`src/rtl/stage_mem_if.sv`:
```
// rtl/stage_mem_if.sv - data memory bus between stage_mem (master) and memory (slave)
interface stage_mem_if;
  logic        dmem_req;
  logic        dmem_we;
  logic [31:0] dmem_addr;
  logic [31:0] dmem_wdata;
  logic [3:0]  dmem_wstrb;
  logic [31:0] dmem_rdata;
  logic        dmem_ack;

  modport master (
    output dmem_req, dmem_we, dmem_addr, dmem_wdata, dmem_wstrb,
    input  dmem_rdata, dmem_ack
  );

  modport slave (
    input  dmem_req, dmem_we, dmem_addr, dmem_wdata, dmem_wstrb,
    output dmem_rdata, dmem_ack
  );
endinterface

```
`src/rtl/stage_mem.sv`:
```
// rtl/stage_mem.sv - pipeline memory stage: IDLE/REQ bus FSM, load extend, store lanes
// Optional MEM_MISALIGN_TRAP_EN: misaligned half/word accesses fault instead of aligning down.
module stage_mem (
  input  logic               clk,
  input  logic               rst,
  input  logic [31:0]        exResult_in,
  input  logic [31:0]        rs2Data_in,
  input  logic [4:0]         memOp_in,
  input  logic [5:0]         wdOp_in,
  output logic               stall_out,
  output logic [31:0]        wbData_out,
  output logic [5:0]         wdOp_out,
  output logic               misalign_out,
  stage_mem_if.master        dmem
);

  typedef enum logic {IDLE, REQ} state_t;

  state_t      state, state_nx;
  logic        accept, complete, trap, misaligned;
  logic        is_word, is_half;
  logic [1:0]  offset;
  logic [3:0]  strb;
  logic [31:0] lanes;

  logic [1:0]  size_q;
  logic        uns_q;
  logic [1:0]  off_q;
  logic [5:0]  wdop_q;
  logic [31:0] shifted;
  logic [31:0] load_val;

  assign is_word = memOp_in[3];
  assign is_half = (memOp_in[3:2] == 2'b01);

`ifdef MEM_MISALIGN_TRAP_EN
  assign misaligned = (is_half & exResult_in[0]) | (is_word & (|exResult_in[1:0]));
`else
  assign misaligned = 1'b0;
`endif

  // Byte offset of the accessed lane; unaligned low bits are dropped for half/word.
  always_comb begin
    offset = exResult_in[1:0];
    strb   = 4'b0001 << exResult_in[1:0];
    lanes  = {4{rs2Data_in[7:0]}};
    if (is_word) begin
      offset = 2'b00;
      strb   = 4'b1111;
      lanes  = rs2Data_in;
    end else if (is_half) begin
      offset = {exResult_in[1], 1'b0};
      strb   = exResult_in[1] ? 4'b1100 : 4'b0011;
      lanes  = {2{rs2Data_in[15:0]}};
    end
    if (!memOp_in[1])
      strb = 4'b0000;
  end

  always_comb begin
    shifted  = dmem.dmem_rdata >> {off_q, 3'b000};
    load_val = shifted;
    case (size_q)
      2'b00:   load_val = {{24{~uns_q & shifted[7]}}, shifted[7:0]};
      2'b01:   load_val = {{16{~uns_q & shifted[15]}}, shifted[15:0]};
      default: load_val = shifted;
    endcase
  end

  always_comb begin
    state_nx  = state;
    stall_out = 1'b0;
    accept    = 1'b0;
    complete  = 1'b0;
    trap      = 1'b0;
    case (state)
      IDLE: begin
        if (memOp_in[0]) begin
          if (misaligned) begin
            trap = 1'b1;
          end else begin
            accept    = 1'b1;
            stall_out = 1'b1;
            state_nx  = REQ;
          end
        end
      end
      REQ: begin
        if (dmem.dmem_ack) begin
          complete = 1'b1;
          state_nx = IDLE;
        end else begin
          stall_out = 1'b1;
        end
      end
      default: state_nx = IDLE;
    endcase
  end

  always_ff @(posedge clk) begin
    if (rst)
      state <= IDLE;
    else
      state <= state_nx;
  end

  always_ff @(posedge clk) begin
    if (rst) begin
      dmem.dmem_req   <= 1'b0;
      dmem.dmem_we    <= 1'b0;
      dmem.dmem_addr  <= 32'd0;
      dmem.dmem_wdata <= 32'd0;
      dmem.dmem_wstrb <= 4'd0;
      wbData_out      <= 32'd0;
      wdOp_out        <= 6'd0;
      size_q          <= 2'd0;
      uns_q           <= 1'b0;
      off_q           <= 2'd0;
      wdop_q          <= 6'd0;
    end else if (accept) begin
      dmem.dmem_req   <= 1'b1;
      dmem.dmem_we    <= memOp_in[1];
      dmem.dmem_addr  <= {exResult_in[31:2], 2'b00};
      dmem.dmem_wdata <= lanes;
      dmem.dmem_wstrb <= strb;
      size_q          <= memOp_in[3:2];
      uns_q           <= memOp_in[4];
      off_q           <= offset;
      wdop_q          <= wdOp_in;
      wdOp_out        <= 6'd0;
    end else if (complete) begin
      // Stores retire as a bubble; loads carry the extended read data.
      dmem.dmem_req <= 1'b0;
      wbData_out    <= dmem.dmem_we ? 32'd0 : load_val;
      wdOp_out      <= dmem.dmem_we ? 6'd0 : wdop_q;
    end else if (state == REQ) begin
      wdOp_out <= 6'd0;
    end else if (trap) begin
      wbData_out <= exResult_in;
      wdOp_out   <= 6'd0;
    end else begin
      wbData_out <= exResult_in;
      wdOp_out   <= wdOp_in;
    end
  end

`ifdef MEM_MISALIGN_TRAP_EN
  always_ff @(posedge clk) begin
    if (rst)
      misalign_out <= 1'b0;
    else
      misalign_out <= trap;
  end
`else
  assign misalign_out = 1'b0;
`endif

endmodule

```
`src/flat_wrapper.sv`:
```
// flat-port wrapper written by rule: the top's interface ports become plain ports
module stage_mem_flat 
  (clk, rst, exResult_in, rs2Data_in, memOp_in, wdOp_in, stall_out, wbData_out, wdOp_out, misalign_out, dmem_dmem_req, dmem_dmem_we, dmem_dmem_addr, dmem_dmem_wdata, dmem_dmem_wstrb, dmem_dmem_rdata, dmem_dmem_ack);
  stage_mem_if dmem_i ();
  input  logic clk;
  input  logic rst;
  input  logic [31:0] exResult_in;
  input  logic [31:0] rs2Data_in;
  input  logic [4:0] memOp_in;
  input  logic [5:0] wdOp_in;
  output logic stall_out;
  output logic [31:0] wbData_out;
  output logic [5:0] wdOp_out;
  output logic misalign_out;
  output wire logic [$bits(dmem_i.dmem_req)-1:0] dmem_dmem_req;
  output wire logic [$bits(dmem_i.dmem_we)-1:0] dmem_dmem_we;
  output wire logic [$bits(dmem_i.dmem_addr)-1:0] dmem_dmem_addr;
  output wire logic [$bits(dmem_i.dmem_wdata)-1:0] dmem_dmem_wdata;
  output wire logic [$bits(dmem_i.dmem_wstrb)-1:0] dmem_dmem_wstrb;
  input wire logic [$bits(dmem_i.dmem_rdata)-1:0] dmem_dmem_rdata;
  input wire logic [$bits(dmem_i.dmem_ack)-1:0] dmem_dmem_ack;
  assign dmem_dmem_req = dmem_i.dmem_req;
  assign dmem_dmem_we = dmem_i.dmem_we;
  assign dmem_dmem_addr = dmem_i.dmem_addr;
  assign dmem_dmem_wdata = dmem_i.dmem_wdata;
  assign dmem_dmem_wstrb = dmem_i.dmem_wstrb;
  assign dmem_i.dmem_rdata = dmem_dmem_rdata;
  assign dmem_i.dmem_ack = dmem_dmem_ack;
  stage_mem u_core (.clk(clk), .rst(rst), .exResult_in(exResult_in), .rs2Data_in(rs2Data_in), .memOp_in(memOp_in), .wdOp_in(wdOp_in), .stall_out(stall_out), .wbData_out(wbData_out), .wdOp_out(wdOp_out), .misalign_out(misalign_out), .dmem(dmem_i));
endmodule
```
`config.mk`:
```
export PLATFORM = sky130hd
export DESIGN_NAME = stage_mem_flat
export DESIGN_NICKNAME = d
export VERILOG_FILES = /design/src/rtl/stage_mem_if.sv /design/src/rtl/stage_mem.sv /design/src/flat_wrapper.sv
export SDC_FILE = /design/constraint.sdc
export NUM_CORES = 1
export LEC_CHECK = 0
export ABC_AREA = 1
export CAP_MARGIN = 30
export CORE_AREA = 3 3 167 88
export DETAILED_ROUTE_END_ITERATION = 8
export DIE_AREA = 0 0 170 91
export DONT_BUFFER_PORTS = 1
export PLACE_DENSITY_LB_ADDON = 0.2
export SLEW_MARGIN = 20
export SYNTH_ARGS = -nofsm -noshare
export SYNTH_HDL_FRONTEND = slang
export SYNTH_SLANG_ARGS = --single-unit
export TNS_END_PERCENT = 5
```
`constraint.sdc`:
```
create_clock -name clk -period 1.2 [get_ports clk]
set_input_delay 0.18 -clock clk [delete_from_list [all_inputs] [get_ports clk]]
set_output_delay 0.18 -clock clk [all_outputs]
set_load 0.005 [all_outputs]
```
==> flow_summary_export.csv <==
group,metric,value,unit
clock_network,cts_buffers,17,
layout,postLayoutCellArea,0.00757,sq mm
global_routing,antenna_found_initial,0,
clock_network,clock_sinks,118,
placed_design,hpwl,12600,microns
placed_design,dpl_cell_area,0.00580,sq mm
sta,finalHoldViolCount,0,
logic_synthesis,ys_seq_elements,118,
setup_path,crit_fanout,3,
drt,first_pass_iters,7,
global_routing,grt_max_degree,49,
floorplan,core_area,0.0134,sq mm
sta,setup_slack,-0.130,ns
floorplan,die_area,0.0155,sq mm
setup_path,reg2reg_from,"u_core.off_q[0]",
logic_synthesis,synthDistinctLibCells,30,
power_and_ir_drop,combPwrFrac,15.4,%
logic_synthesis,syn_area_per_cell,7.22,sq um
logic_synthesis,synthCells,728,
worst_hold_path,hold_class,"primary input to flop",
sta,rsz0062_at_grt,"yes",
worst_hold_path,holdCritStartpoint,"exResult_in[24]",
layout,drive_gt1_share,21.5,%
power_and_ir_drop,swShare,28.7,%
sta,slew_viol_final,0,
clock_network,cts_tree,"done",
floorplan,die_w,170,microns
setup_path,cp_data_arrival_time,1.15,ns
floorplan,ios,220,
setup_path,start_kind,"flop",
sta,clock_skew,0.0136,ns
drt,post_drt_wl_per_cell,18.4,microns
power_and_ir_drop,leakagePower,3.22,nW
sta,min_period_over_period,111,%
clock_network,clockBufferDepth,2,
sta,min_period,1.33,ns
drt,postRouteAntennaNets,0,
setup_path,path_buf_inv,3,
floorplan,num_rows,30,
drt,wirelength,19000,microns
setup_path,rrSetupSlack,-0.10,ns
floorplan,die_h,91,microns
setup_path,path_delay_family,"flip-flops",
clock_network,h-tree-depth,4,
global_routing,overflow,0,
layout,final_nets,951,
layout,area_delta_synth_final,44.0,%
logic_synthesis,netlist_area,0.00526,sq mm
outcome,status,"finished with violations",
power_and_ir_drop,p_int,7.98,mW
worst_hold_path,hold_end,"u_core.wbData_out[24]",
placed_design,gp_congestion,0.826,
sta,whs,0.00711,ns
global_routing,first_global_vias,5290,
logic_synthesis,synth-seq-area-share,45.0,%
power_and_ir_drop,p_switching,3.22,mW
setup_path,path_class,"flop to primary output",
power_and_ir_drop,peakVddDrop,0.000938,V
setup_path,cp_common_cell,"inv_2",
global_routing,grt_first_pass_wirelength,28300,microns
drt,drt_iter0_drc,313,
worst_hold_path,min_path_cells,2,
run,maxCapViolCount,0,
sta,setup_violations,52,
drt,via_per_inst,5.38,
logic_synthesis,synth_warnings,0,
setup_path,critPathRequiredTime,1.02,ns
setup_path,endpoint_kind,"primary output",
layout,final_cell_mix,"nand2_1, dfxtp_1, dlygate4sd3_1",
clock_network,clk_pin_slew_worst_paths,0.06,ns
layout,final_common_cell,"nand2_1",
setup_path,worstRegToRegCells,9,
drt,drc_errors,0,
setup_path,max_stage_delay,0.39,ns
clock_network,cts-root-buf,"clkbuf_16",
setup_path,reg2reg_to,"u_core.wbData_out[10]",
power_and_ir_drop,clkPwrFrac,44.7,%
power_and_ir_drop,power_density,1480,mW/mm^2
setup_path,path_cells,"nor2_4 > inv_2 > nand2_4 > buf_6 > inv_2",
outcome,violations,"negative setup slack",
sta,max_freq,752,MHz
power_and_ir_drop,seqPwrFrac,39.9,%
placed_design,port_buffers,0,
setup_path,critPathSlowestCell,"dfxtp_4",
floorplan,start_util,39.3,%
drt,num_vias,5546,
global_routing,grtUsageTotal,23.0,%
layout,num_antenna_cells,0,
clock_network,clock_latency,0.42,ns
how the worst max path moves through the flow:
| stage | from | to | slack (ns) | depth (start not counted) |
|---|---|---|---|---|
| CTS | u_core.state | stall_out | -0.14 | 5 |
| floorplan | u_core.size_q[1] | u_core.wbData_out[23] | -0.05 | 9 |
| global route | u_core.state | stall_out | -0.17 | 5 |
| finish | u_core.state | stall_out | -0.13 | 5 |
| global placement | u_core.off_q[0] | u_core.wbData_out[22] | -0.08 | 7 |
| detailed placement | u_core.off_q[0] | u_core.wbData_out[22] | -0.11 | 7 |
synth_stat cells:
library cell,instances,share of area (%)
nand3_1,74,7.0
o2111ai_1,1,0.17
o21ai_1,13,1.2
o32ai_1,1,0.17
nor2_4,3,0.64
buf_2,16,1.5
a21oi_1,42,4.0
buf_4,4,0.57
inv_4,1,0.12
nand2_2,1,0.12
clkbuf_1,26,1.9
a21oi_2,8,1.3
nand3_4,2,0.67
clkbuf_4,1,0.14
buf_1,6,0.43
inv_1,30,2.1
dfxtp_1,118,45
a32o_1,1,0.19
buf_6,4,0.86
inv_2,6,0.43
nor2_1,7,0.50
nor2_2,1,0.12
a31oi_1,23,2.7
a22oi_1,1,0.14
o211ai_1,14,2.0
o21ai_0,94,9.0
nand2_4,1,0.21
o22ai_1,8,0.95
conb_1,1,0.071
nand2_1,220,16
flip-flops by register name (all words and copies together), names as in the netlist:
signal and flops:
u_core.dmem.dmem_we 1, u_core.wdop_q 6, u_core.wbData_out 32, u_core.state 1
u_core.size_q 2, u_core.dmem.dmem_req 1, u_core.dmem.dmem_wstrb 4, u_core.off_q 2
u_core.dmem.dmem_wdata 32, u_core.uns_q 1, u_core.dmem.dmem_addr 30, u_core.wdOp_out 6
kinds of logic after synthesis:
family	Yosys count	share of synthesized area (%)
and+or+nand+nor	309	25.0
buffers and inverters	94	8.07
other	1	0.0714
DFF	118	45.0
AOI/OAI and AO/OA	206	21.9
repair_timing:
action / CTS / global route
hold endpoints to repair: 101 / 30
pin swaps: 27 / 14
gates cloned: 3 / 1
setup buffers: 5 / 4
endpoints found under the setup margin: 78 / 116
hold buffers: 47 / 26
resized for setup: 89 / 24
stage by stage:
step	setup WS (ns)	power, mW	TNS [ns]	util, %	cells
floorplan	-0.0479	5.32	-0.467	-	730
detailed placement	-0.114	5.80	-3.46	43.4	912
global route	-0.169	11.7	-7.82	56.6	1030
CTS	-0.139	11.1	-2.55	53.8	999
global placement	-0.0847	5.79	-1.60	43.4	912
finish	-0.130	11.2	-1.52	56.6	1030
power by group through the flow:
stage	Clock, mW	Sequential (mW)	Combinational [mW]
4_1_cts	5.11	4.46	1.55
3_5_place_dp	0	4.54	1.26
5_1_grt	5.29	4.49	1.89
2_1_floorplan	0	4.46	0.859
6_report	5.00	4.47	1.73
3_3_place_gp	0	4.54	1.24
metal layers:
layer	wire length (microns)	track usage, %	part of all wire (%)
met1	7970	27.9	42
met2	9170	38.1	48
met3	1480	8.13	7.8
met4	385	7.96	2.0
met5	0	0	0
area by class of cell:
type	instances	area (sq um)
flip-flops and latches	118	2370
fillers	1208	5800
clock buffers	18	439
clock inverters	14	140
inverters	37	149
multi-input cells	519	2700
repair buffers	148	1540
well taps	176	220
Note: power is estimated with default switching activity, not from simulation.
